==> config.mk <==
export PLATFORM = sky130hd
export DESIGN_NAME = cdb_arbiter
export DESIGN_NICKNAME = d
export VERILOG_FILES = /design/src/rtl/uarch_pkg.sv /design/src/rtl/cdb_rr_picker.sv /design/src/rtl/cdb_arbiter.sv
export SDC_FILE = /design/constraint.sdc
export NUM_CORES = 1
export LEC_CHECK = 0
export CORE_MARGIN = 1.5
export CORE_UTILIZATION = 43
export DETAILED_ROUTE_END_ITERATION = 6
export PLACE_DENSITY = 0.92
export SLEW_MARGIN = 20
export SYNTH_ARGS = -nofsm -noshare
export SYNTH_HDL_FRONTEND = slang
export SYNTH_SLANG_ARGS = --single-unit
export TNS_END_PERCENT = 20
==> constraint.sdc <==
create_clock -name clk -period 6.12 [get_ports clk]
set_clock_uncertainty 0.1 [all_clocks]
set_input_delay 1.53 -clock clk [delete_from_list [all_inputs] [get_ports clk]]
set_output_delay 1.53 -clock clk [all_outputs]
set_load 0.01 [all_outputs]
==> src/rtl/uarch_pkg.sv <==
// Shared microarchitecture types and sizing for the out-of-order core.
// Holds the writeback packet format and the CDB arbiter defaults.
package uarch_pkg;

    localparam int XLEN  = 32;
    localparam int TAG_W = 6;

    localparam int NUM_FU  = 4;
    localparam int NUM_CDB = 2;

    // Requester slot each functional unit occupies on the arbiter's request vector.
    localparam int FU_ALU = 0;
    localparam int FU_MDU = 1;
    localparam int FU_LSU = 2;
    localparam int FU_BR  = 3;

    typedef struct packed {
        logic             is_valid;
        logic             exc;
        logic [TAG_W-1:0] dest_tag;
        logic [XLEN-1:0]  result;
    } writeback_packet_t;

endpackage

==> src/rtl/cdb_rr_picker.sv <==
// Combinational circular-priority selector: scans requesters from rr_ptr and
// steers the first NUM_CDB valid ones onto lanes 0..NUM_CDB-1 in scan order.
module cdb_rr_picker
    import uarch_pkg::*;
#(
    parameter int NUM_FU  = uarch_pkg::NUM_FU,
    parameter int NUM_CDB = uarch_pkg::NUM_CDB,
    localparam int PTR_W  = $clog2(NUM_FU)
) (
    input  logic [NUM_FU-1:0]  req,
    input  logic [PTR_W-1:0]   rr_ptr,
    output logic [NUM_FU-1:0]  gnt,
    output logic [PTR_W-1:0]   lane_idx [NUM_CDB],
    output logic [NUM_CDB-1:0] lane_vld,
    output logic [PTR_W-1:0]   last_idx,
    output logic               any_gnt
);

    always_comb begin
        int unsigned      cnt;
        logic [PTR_W-1:0] idx;
        gnt      = '0;
        lane_vld = '0;
        last_idx = '0;
        any_gnt  = 1'b0;
        cnt      = 0;
        idx      = '0;
        for (int unsigned k = 0; k < NUM_CDB; k++) begin
            lane_idx[k] = '0;
        end
        for (int unsigned i = 0; i < NUM_FU; i++) begin
            idx = PTR_W'((32'(rr_ptr) + i) % NUM_FU);
            if (req[idx] && cnt < NUM_CDB) begin
                gnt[idx] = 1'b1;
                // cnt counts lanes already filled, so the next winner lands in lane cnt
                for (int unsigned k = 0; k < NUM_CDB; k++) begin
                    if (k == cnt) begin
                        lane_idx[k] = idx;
                        lane_vld[k] = 1'b1;
                    end
                end
                last_idx = idx;
                any_gnt  = 1'b1;
                cnt      = cnt + 1;
            end
        end
    end

endmodule

==> src/rtl/cdb_arbiter.sv <==
// Common-data-bus arbiter: grants up to NUM_CDB functional-unit results per
// cycle with rotating priority and broadcasts them on registered CDB lanes.
module cdb_arbiter
    import uarch_pkg::*;
#(
    parameter int NUM_FU  = uarch_pkg::NUM_FU,
    parameter int NUM_CDB = uarch_pkg::NUM_CDB
) (
    input  logic              clk,
    input  logic              rst,
    input  logic              flush,
    input  writeback_packet_t fu_result [NUM_FU],
    output logic [NUM_FU-1:0] fu_cdb_gnt,
    output writeback_packet_t cdb [NUM_CDB]
);

    localparam int PTR_W = $clog2(NUM_FU);

    logic [PTR_W-1:0]   rr_ptr;
    logic [NUM_FU-1:0]  req;
    logic [NUM_FU-1:0]  pick_gnt;
    logic [PTR_W-1:0]   lane_idx [NUM_CDB];
    logic [NUM_CDB-1:0] lane_vld;
    logic [PTR_W-1:0]   last_idx;
    logic               any_gnt;

    always_comb begin
        for (int unsigned i = 0; i < NUM_FU; i++) begin
            req[i] = fu_result[i].is_valid;
        end
    end

    cdb_rr_picker #(
        .NUM_FU  (NUM_FU),
        .NUM_CDB (NUM_CDB)
    ) u_picker (
        .req      (req),
        .rr_ptr   (rr_ptr),
        .gnt      (pick_gnt),
        .lane_idx (lane_idx),
        .lane_vld (lane_vld),
        .last_idx (last_idx),
        .any_gnt  (any_gnt)
    );

    // Grant is the FU's only acceptance signal, so it must vanish under reset or flush.
    assign fu_cdb_gnt = (rst && !flush) ? pick_gnt : '0;

    always_ff @(posedge clk or negedge rst) begin
        if (!rst) begin
            rr_ptr <= '0;
            for (int unsigned k = 0; k < NUM_CDB; k++) begin
                cdb[k] <= '0;
            end
        end else if (flush) begin
            for (int unsigned k = 0; k < NUM_CDB; k++) begin
                cdb[k] <= '0;
            end
        end else begin
            for (int unsigned k = 0; k < NUM_CDB; k++) begin
                cdb[k] <= lane_vld[k] ? fu_result[lane_idx[k]] : '0;
            end
            if (any_gnt) begin
                rr_ptr <= (last_idx == PTR_W'(NUM_FU - 1)) ? '0 : last_idx + 1'b1;
            end
        end
    end

endmodule
Word level (Yosys, flattened, before mapping)
Cells that the tools add are included.
{"block": "op_classes", "n_lt_le_gt_ge": 13, "n_addsub": 6, "reduce_logical": 13, "n_bitwise": 6, "eq_ne": 4, "n_mux": 60}
{"cell": "$mux W40", "count": 6}
{"cell": "$bmux W40 S2", "count": 2}
{"cell": "$logic_not A32 Y1", "count": 3}
{"cell": "$mux W80", "count": 1}
{"cell": "$eq A1 B32 Y1 const A", "count": 2}
{"cell": "$lt A32 B2 Y1 const B", "count": 2}
{"cell": "$mux W32", "count": 2}
{"cell": "$add A32 B1 Y32 const B", "count": 1}
{"cell": "$mux W4", "count": 8}
{"cell": "$mux W2", "count": 14}
{"cell": "$mux W1", "count": 19}
{"cell": "$lt A2 B3 Y1 const B", "count": 4}
{"cell": "$or A4 B4 Y4", "count": 3}
{"cell": "$bmux W1 S2", "count": 4}
{"cell": "$demux W1 S2", "count": 4}
{"cell": "$ge A2 B1 Y1 const B", "count": 4}
{"cell": "$logic_and A1 B1 Y1", "count": 8}
{"cell": "$ge A3 B3 Y1 const B", "count": 2}
{"cell": "$not A2 Y3", "count": 2}
{"cell": "$add A2 B1 Y2 const B", "count": 2}
{"cell": "$add A2 B2 Y2 const B", "count": 2}
{"cell": "$add A1 B1 Y2 const B", "count": 1}
{"cell": "$eq A2 B2 Y1 const B", "count": 1}
{"cell": "$lt A1 B2 Y1 const B", "count": 1}
{"cell": "other kinds (4)", "count": 4}
{"block": "totals", "elab_cells": 111, "regBits": 82, "inputBits": 163, "out_inout_bits": 84}

Logic depth before layout (Yosys ltp)
Gate-level depths: netlist of run 1.
{"block": "logic_depth", "word_depth": 18, "depth_mapped": 17, "ltp_nobuf": 13}

By module
Synthesis of run 1 repeated with hierarchy kept, for this count alone.
{"block": "hier_totals", "hier_cells": 487, "area_unflattened_um2": 5878.1}
{"module": "cdb_arbiter", "area_each_um2": 5028.6, "n_inst": 1, "seq_area_each_um2": 2052.0, "cells_per_inst": 372}
{"module": "cdb_rr_picker", "area_each_um2": 849.6, "n_inst": 1, "seq_area_each_um2": 0.0, "cells_per_inst": 115}

Worst setup path before layout of run 1
OpenSTA, ideal clock, no wires.
{"block": "synth_timing", "path_type": "input-to-output", "startpoint": "in fu_result[39] in the netlist's numbering", "endpoint": "out fu_cdb_gnt[0]", "arrival_time_ns": 3.966, "required_time_ns": 4.490, "cell_stages": 10, "n_path_buf": 2, "path_slack_ns": 0.524, "path_cell_list": "buf_2 mux4_2 ha_1 or2_2 o2bb2ai_2 mux2i_1 and2_1 clkbuf_1 nand2_1 a21oi_1"}
{"block": "synth_between", "elab_chain_cells": 13, "word_cells_on_any_way": 27, "classes_between": "add/sub: 2; order compare: 3; mux: 16; bitwise: 3; reduce/logical: 3"}
{"element": "start, declared", "line_no": "cdb_arbiter.sv:12", "rtl": "input writeback_packet_t fu_result [NUM_FU],"}
{"element": "$bmux W1 S2", "line_no": "cdb_rr_picker.sv:33", "rtl": "if (req[idx] && cnt < NUM_CDB) begin"}
{"element": "$mux W1 (not written as such)", "line_no": "cdb_rr_picker.sv:33"}
{"element": "$mux W1", "line_no": "cdb_rr_picker.sv:33"}
{"element": "$lt A1 B2 Y1", "line_no": "cdb_rr_picker.sv:33"}
{"element": "$logic_and A1 B1 Y1", "line_no": "cdb_rr_picker.sv:33"}
{"element": "$mux W32", "line_no": "cdb_rr_picker.sv:33"}
{"element": "$lt A32 B2 Y1", "line_no": "cdb_rr_picker.sv:33"}
{"element": "$logic_and A1 B1 Y1", "line_no": "cdb_rr_picker.sv:33"}
{"element": "$mux W32", "line_no": "cdb_rr_picker.sv:33"}
{"element": "$lt A32 B2 Y1", "line_no": "cdb_rr_picker.sv:33"}
{"element": "$logic_and A1 B1 Y1", "line_no": "cdb_rr_picker.sv:33"}
{"element": "$mux W4 *", "line_no": "cdb_rr_picker.sv:33"}
{"element": "$mux W4 *", "line_no": "cdb_arbiter.sv:47", "rtl": "assign fu_cdb_gnt = (rst && !flush) ? pick_gnt : '0;"}
{"element": "end, declared", "line_no": "cdb_arbiter.sv:13", "rtl": "output logic [NUM_FU-1:0] fu_cdb_gnt,"}
Mark *: on every way between the ends. The rest lies on a longest branch, timed or not. The select of a mux whose other input is x is not followed.

Worst setup path in the final report of run 1
{"block": "layout_timing", "startpoint": "in fu_result[39] in the netlist's numbering", "endpoint": "out fu_cdb_gnt[2]"}
Same word-level chain as after synthesis.

==> results.md, run 1 <==
- R2r setup slk: 1.78 ns
- Initial antenna violation count: 0
- Clk sink count: 82
- Vias: 5040
- Worst Setup SP: fu_result[39]
- Antenna Cells: 0
- Root Buffer: clkbuf_16
- Buf+Inv Stages, Crit Path: 2
- Depth of the worst hold-timing path: 2
- Max_cap viols: 0
- Skew-Pair Late Insertion Delay: 0.33 ns
- Length of routed wiring on met1: 7.130 mm
- Postcts setup bufs: 0
- Chip Height: 115.5 µm
- Met2 wire length: 9.554 mm
- Crit path max fanout: 5
- Period minus WS final: 5.835 ns
- Synth Cell Area: 5441 µm²
- DR DRC count: 0
- Final hold violation count: 0
- Dpl hpwl: 13.20 mm
- Worst-path cell chain: clkdlybuf4s50_1 > mux4_2 > ha_1 > or2_2 > o2bb2ai_4 > mux2i_2 > and2_4 > nand2_1 > a21oi_1 > dlygate4sd2_1
- Final WL: 18.23 mm
- Clock buffer count from CTS: 9
- Slew Viols, Final: 0
- Nets@finish: 894
- Sequential power share: 14.5%
- Type of the tightest min-delay check: reg2reg
- Element type at the critical path end: output pin
- ANT nets after route: 0
- FF+latch count, synth: 82
- Number of synthesized flops with an enable pin: 0
- Syn avg cell area: 11.31 µm²
- Sequential share of the synthesized area: 37.71%
- Crit-path slowest cell: mux4_2
- # IOs: 247
- F_max: 0.1714 GHz
- DP Cell Count: 874
- Worst-Margin Slew: 0.8310 ns
- DR top layer: met4
- Starting DRC count in detailed routing: 249
- Hold Crit Start: rr_ptr[1]
- Worst R2R Path Depth: 15
- First-pass GRT wire length: 27.81 mm
- Initial Util: 44.74%
- Vias in the first global route: 5501
- Pwr dens: 646.5 nW/µm²
- Share of layout cells above drive strength 1: 8.310%
- Crit path arrival time: 4.21 ns
- Die Area: 13340 µm²
- Syn Inst Count: 481
- Max Root-Sink Buffers: 2
- Setup WS pre-CTS: -0.09678 ns
- RSZ-0062 raised after global routing: no
- Vias per inst: 5.663
- Slowest stage delay, CP: 0.52 ns
- H-tree depth: 3
- GR Util All Layers: 26.93%
- Final setup viols: 0
- Wirelength per Cell: 20.48 µm
- DRT Pass-1 Iters: 4
- Rows: 40
- Ys flop type: dfrtp_1
- Status: complete, no violations
- Critical Path Source Type: input port
- Cell variety after synth: 45
- Switching Fraction: 44.01%
- Max-slew headroom: 44.60%
- Final Core Density: 68.62%
- Placer Congestion: 0.9234
- Non-filler cells, final: 890
- Leakage: 3.949 nW
- Hold Path End: rr_ptr[1]
- Largest delay share family, worst path: multiplexers
- Met3 WL: 1.069 mm
- Clock share of power: 11.2%
- CORE AREA: 12160 µm²
- PortBufs: 246
- Asr flop ratio synth: 100.0%
- Area delta synth->final: 53.37%
- Tcrit/Tclk final: 95.34%
- Peak supply drop: 0.4459 mV
- CTS tree: built
- DIE WIDTH: 115.5 µm
- Data required time of the worst path: 4.49 ns
- FF-to-FF End: cdb[32]
- Largest net degree at the start of global routing: 83
- R2r startpoint: rr_ptr[0]
- Comb pwr share: 74.4%
- Kind of critical path: in2out
- Clock Pin Slew Worst Setup and Hold Paths: 0.06 ns
- Psw: 0.002375 W
- Ys Warns: 0
- Post-synth net total: 658
- Final WS setup: 0.2849 ns
- Design internal power: 0.003021 W
- Global route overflow: 0
==> metal layers <==
layer | up-vias | GRT usage, %
met1 | 2477 | 30.48
met4 | 0 | 10.95
met5 | - | 0
met3 | 37 | 5.439
met2 | 201 | 49.47
li1 | 2325 | -
==> layout make-up <==
type	instances	area, µm²
Clock buffer	12	256.5
Sequential cell	82	2052
Clock inverter	4	73.82
Fill cell	910	3816
Inverter	6	22.52
Multi-Input combinational cell	347	3028
Timing Repair Buffer	271	2703
Tap cell	168	210.2
==> power by group through the flow <==
| stage | sequential (W) | combinational, W | clock (W) |
|---|---|---|---|
| finish | 0.000780 | 0.00401 | 0.000603 |
| global route | 0.000792 | 0.00430 | 0.000634 |
| CTS | 0.000781 | 0.00399 | 0.000606 |
| detailed placement | 0.000790 | 0.00397 | 0 |
| global placement | 0.000783 | 0.00387 | 0 |
| floorplan | 0.000866 | 0.00309 | 0 |
==> worst register-to-register path: cells and delay by family (launching register included) <==
family	cells	cell delay, ns
buffers and inverters	5	0.97
adder cells (fa/ha/maj)	2	0.71
AND/OR/NAND/NOR	1	0.11
multiplexers	5	1.49
AO/OA/AOI/OAI	2	0.43
flip-flops	1	0.37
==> cells by family (layout without fill, tap and decap cells) <==
group / count (synthesis) / after routing / synth area share, %
multiplexers: 180 / 180 / 34.05
AO/OA/AOI/OAI: 116 / 116 / 14.03
flip-flops: 82 / 82 / 37.71
buffers and inverters: 52 / 293 / 7.680
AND/OR/NAND/NOR: 36 / 36 / 3.151
adder cells (fa/ha/maj): 14 / 14 / 3.219
XOR/XNOR: 1 / 1 / 0.1610
==> worst max-delay path by stage <==
stage,endpoint,slack [ns],depth (start not counted)
after floorplan,fu_cdb_gnt[0],0.52,10
after global placement,fu_cdb_gnt[0],0.008,10
after detailed placement,fu_cdb_gnt[2],-0.1,10
after CTS,fu_cdb_gnt[1],0.05,10
after global routing,fu_cdb_gnt[2],0.16,10
final,fu_cdb_gnt[2],0.28,10
==> repair_timing <==
| action | in CTS | in global routing |
|---|---|---|
| resized for setup | 4 | 5 |
| setup endpoints to repair | 4 | 2 |
| hold buffers | 0 | 0 |
| gates cloned | 0 | 0 |
==> placed cells by master, fill, tap and decap left out, drive strengths merged, types with 2 or more instances in the layout <==
master / instances
a211oi: 2
dfrtp: 82
clkdlybuf4s50: 240
a2111oi: 2
inv: 6
a21o: 2
bufinv: 2
mux4: 3
a21oi: 11
clkinv: 2
ha: 14
dlygate4sd2: 3
a31oi: 3
mux2: 5
dlymetal6s2s: 2
buf: 26
nand3: 3
mux2i: 172
o32ai: 2
nor2b: 3
clkbuf: 12
o21ai: 4
a221oi: 2
nand2: 12
a222oi: 4
nor2: 10
nor3: 2
o22ai: 80
==> state kept, by name, summed over array words and instances, names as in the netlist <==
| register | count |
|---|---|
| rr_ptr | 2 |
| cdb | 80 |
==> cells in the mapped netlist, drive strengths merged (3+ instances only) <==
cell / number / area share, %
mux2i: 172 / 32
dfrtp: 82 / 38
o22ai: 80 / 9.2
buf: 33 / 6.3
ha: 14 / 3.2
clkbuf: 12 / 0.85
nand2: 12 / 0.87
a21oi: 11 / 1.0
nor2: 10 / 0.69
inv: 6 / 0.41
mux2: 5 / 1.1
a222oi: 4 / 0.74
o21ai: 4 / 0.37
a31oi: 3 / 0.34
mux4: 3 / 1.2
nand3: 3 / 0.28
nor2b: 3 / 0.34
==> stage by stage <==
stage	instance area, µm²	setup TNS [ns]	hold slack [ns]	total power, W
after CTS	8318	0	0.6068	0.005377
after floorplan	5441	0	0.7712	0.003957
final	8346	0	0.6110	0.005396
after global placement	7989	0	0.5728	0.004656
after global routing	8346	0	0.6671	0.005727
after detailed placement	7989	-0.2203	0.5928	0.004764
(Power assumes the default switching activity.)
==> run 2: changes to the inputs <==
--- a/config.mk
+++ b/config.mk
@@ -8,7 +8,7 @@
 export CORE_MARGIN = 1.5
 export CORE_UTILIZATION = 43
 export DETAILED_ROUTE_END_ITERATION = 6
-export PLACE_DENSITY = 0.92
+export PLACE_DENSITY = 0.83
 export SLEW_MARGIN = 20
 export SYNTH_ARGS = -nofsm -noshare
 export SYNTH_HDL_FRONTEND = slang
==> run 2 against run 1 <==
Core utilization fell by 0.49 points. Flip-flop and latch count did not move. Clock power fell by 15%. Non-clock buffer count rose by 2. Die area did not move. Global-route usage rose by 0.11 points. Count of clock-buffer cells in the layout rose by 1. Highest routed layer unchanged. Total power fell by 1.6%.
==> results.md, run 2 (synthesis results as in run 1) <==
- Status: complete, no violations (unchanged)
- Nets@finish: 896 (was 894)
- Die Area: 13340 µm² (unchanged)
- Area delta synth->final: 52.26% (was 53.37%)
- Placer Congestion: 0.8588 (was 0.9234)
- Worst-path cell chain: clkdlybuf4s50_1 > mux4_2 > ha_1 > or2_2 > o2bb2ai_2 > mux2i_1 > and2_4 > nand2_1 > a21oi_1 > dlygate4sd2_1 (was clkdlybuf4s50_1 > mux4_2 > ha_1 > or2_2 > o2bb2ai_4 > mux2i_2 > and2_4 > nand2_1 > a21oi_1 > dlygate4sd2_1)
- CTS tree: built (unchanged)
- DIE WIDTH: 115.5 µm (unchanged)
- Footprint of the multi-input gates: 3015 µm² (was 3028 µm²)
- Vias in the first global route: 5594 (was 5501)
- Root Buffer: clkbuf_16 (unchanged)
- DR DRC count: 0 (unchanged)
- Dpl hpwl: 13.16 mm (was 13.20 mm)
- Leakage: 3.938 nW (was 3.949 nW)
- H-tree depth: 3 (unchanged)
- Final WL: 18.15 mm (was 18.23 mm)
- Crit path max fanout: 5 (unchanged)
- Period minus WS final: 5.851 ns (was 5.835 ns)
- # IOs: 247 (unchanged)
- Data required time of the worst path: 4.49 ns (about the same)
- Starting DRC count in detailed routing: 312 (was 249)
- Crit-path slowest cell: mux4_2 (unchanged)
- Clock Pin Slew Worst Setup and Hold Paths: 0.06 ns (about the same)
- Setup WS pre-CTS: -0.05822 ns (was -0.09678 ns)
- Postcts setup bufs: 0 (unchanged)
- Post-DP Area: 7991 µm² (was 7989 µm²)
- Global route overflow: 0 (unchanged)
- Vias per inst: 5.763 (was 5.663)
- Final WS setup: 0.2689 ns (was 0.2849 ns)
- Share of layout cells above drive strength 1: 8.299% (was 8.310%)
- Slew Viols, Final: 0 (unchanged)
- DRT Pass-1 Iters: 7 (was 4)
- Wirelength per Cell: 20.37 µm (was 20.48 µm)
- Min Hold Slack: 0.6337 ns (was 0.6110 ns)
- # fillers: 947 (was 910)
- Antenna Cells: 0 (unchanged)
- Hold_buf cts: 0 (unchanged)
- Type of the tightest min-delay check: reg2reg (unchanged)
- Max Root-Sink Buffers: 2 (unchanged)
- Top reg by flops: cdb (unchanged)
- Max-slew headroom: 48.16% (was 44.60%)
- CORE AREA: 12160 µm² (unchanged)
- Peak supply drop: 0.7340 mV (was 0.4459 mV)
- Final Cell Area: 8285 µm² (was 8346 µm²)
- Clk sink count: 82 (unchanged)
- Power Total: 0.005308 W (was 0.005396 W)
- Initial Util: 44.74% (unchanged)
- Register Area: 2052 µm² (unchanged)
- PortBufs: 246 (unchanged)
- Max reg flops: 80 (unchanged)
- Pwr dens: 640.7 nW/µm² (was 646.5 nW/µm²)
- First-pass GRT wire length: 27.95 mm (was 27.81 mm)
- Element type at the critical path end: output pin (unchanged)
- Clock buffer count from CTS: 9 (unchanged)
- Chip Height: 115.5 µm (unchanged)
- RSZ-0062 raised after global routing: no (unchanged)
- Max_cap viols: 0 (unchanged)
- Crit path arrival time: 4.22 ns (was 4.21 ns)
- F_max: 0.1709 GHz (was 0.1714 GHz)
- Final setup viols: 0 (unchanged)
- Kind of critical path: in2out (unchanged)
- Largest net degree at the start of global routing: 83 (unchanged)
- Largest regs: cdb (80), rr_ptr (2) (unchanged)
- Worst-Margin Slew: 0.7776 ns (was 0.8310 ns)
- Tcrit/Tclk final: 95.61% (was 95.34%)
- Skew-Pair Late Insertion Delay: 0.32 ns (was 0.33 ns)
- Commonest non-fill, non-tap cells in the layout: clkdlybuf4s50_1, mux2i_1, dfrtp_1 (unchanged)
- ANT nets after route: 0 (unchanged)
- Critical Path Source Type: input port (unchanged)
- Rows: 40 (unchanged)
- Vias: 5135 (was 5040)
- Initial antenna violation count: 0 (unchanged)
- GR Util All Layers: 27.04% (was 26.93%)
- Final Core Density: 68.13% (was 68.62%)
- Final hold violation count: 0 (unchanged)
- Commonest non-fill, non-tap cell in the layout: clkdlybuf4s50_1 (unchanged)
- Slowest stage delay, CP: 0.52 ns (about the same)
-- run 2: cell types whose count changed in the layout (fill, tap and decap cells not counted), sizes merged --
cell          previous run  this run
clkbuf                  12        13
clkinv                   2         1
buf                     26        28
bufinv                   2         0
dlygate4sd2              3         1
clkinvlp                 0         1
dlymetal6s2s             2         4
-- run 2: area by class of cell --
cell class,count,area share (%)
Clock buffer,13,3.141
Clock inverter,2,0.1510
Inverter,6,0.2718
Multi-Input combinational cell,347,36.39
Sequential cell,82,24.77
Tap cell,168,2.537
Timing Repair Buffer,273,32.74
-- run 2: critical path: cells and delay by family --
kind,cells,cell delay [ns]
simple gates,3,0.58
mux,2,0.77
buf+inv,2,0.77
compound gates,2,0.33
fa+ha+maj,1,0.23
-- run 2: final timing paths --
path	slack [ns]	endpoint	startpoint	cells after the start
setup / recovery	0.27	fu_cdb_gnt[3]	fu_result[39]	10
hold / removal	0.63	rr_ptr[0]	rr_ptr[0]	3
setup reg to reg	1.65	cdb[70]	rr_ptr[1]	14
hold reg to reg	0.63	rr_ptr[0]	rr_ptr[0]	3
max in group asynchronous	4.13	rr_ptr[0]	rst	2
min in group asynchronous	1.27	cdb[71]	rst	2
-- run 2: report_power, final --
group / switching (W) / internal, W / leakage, nW
clock: 0.000217 / 0.000295 / 0.132
sequential: 0.0000452 / 0.000733 / 1.09
combinational: 0.00211 / 0.00191 / 2.72
-- run 2: per-layer routing --
metal | part of all wire [%] | up-vias | GRT usage (%)
li1 | - | 2326 | -
met1 | 38 | 2509 | 31.14
met2 | 51 | 254 | 48.01
met3 | 6.8 | 46 | 5.178
met4 | 3.7 | 0 | 13.58
met5 | 0 | - | 0
-- run 2: what timing repair did --
item                                    in CTS  in global routing
resized for setup                            2                  7
pin swaps                                    0                  0
endpoints found under the setup margin       4                  3
-- run 2: stage by stage --
| stage | TNS (ns) | std cells |
|---|---|---|
| floorplan | 0 | 481 |
| global placement | 0 | 876 |
| detailed placement | -0.1554 | 876 |
| CTS | 0 | 891 |
| global route | 0 | 891 |
| finish | 0 | 891 |
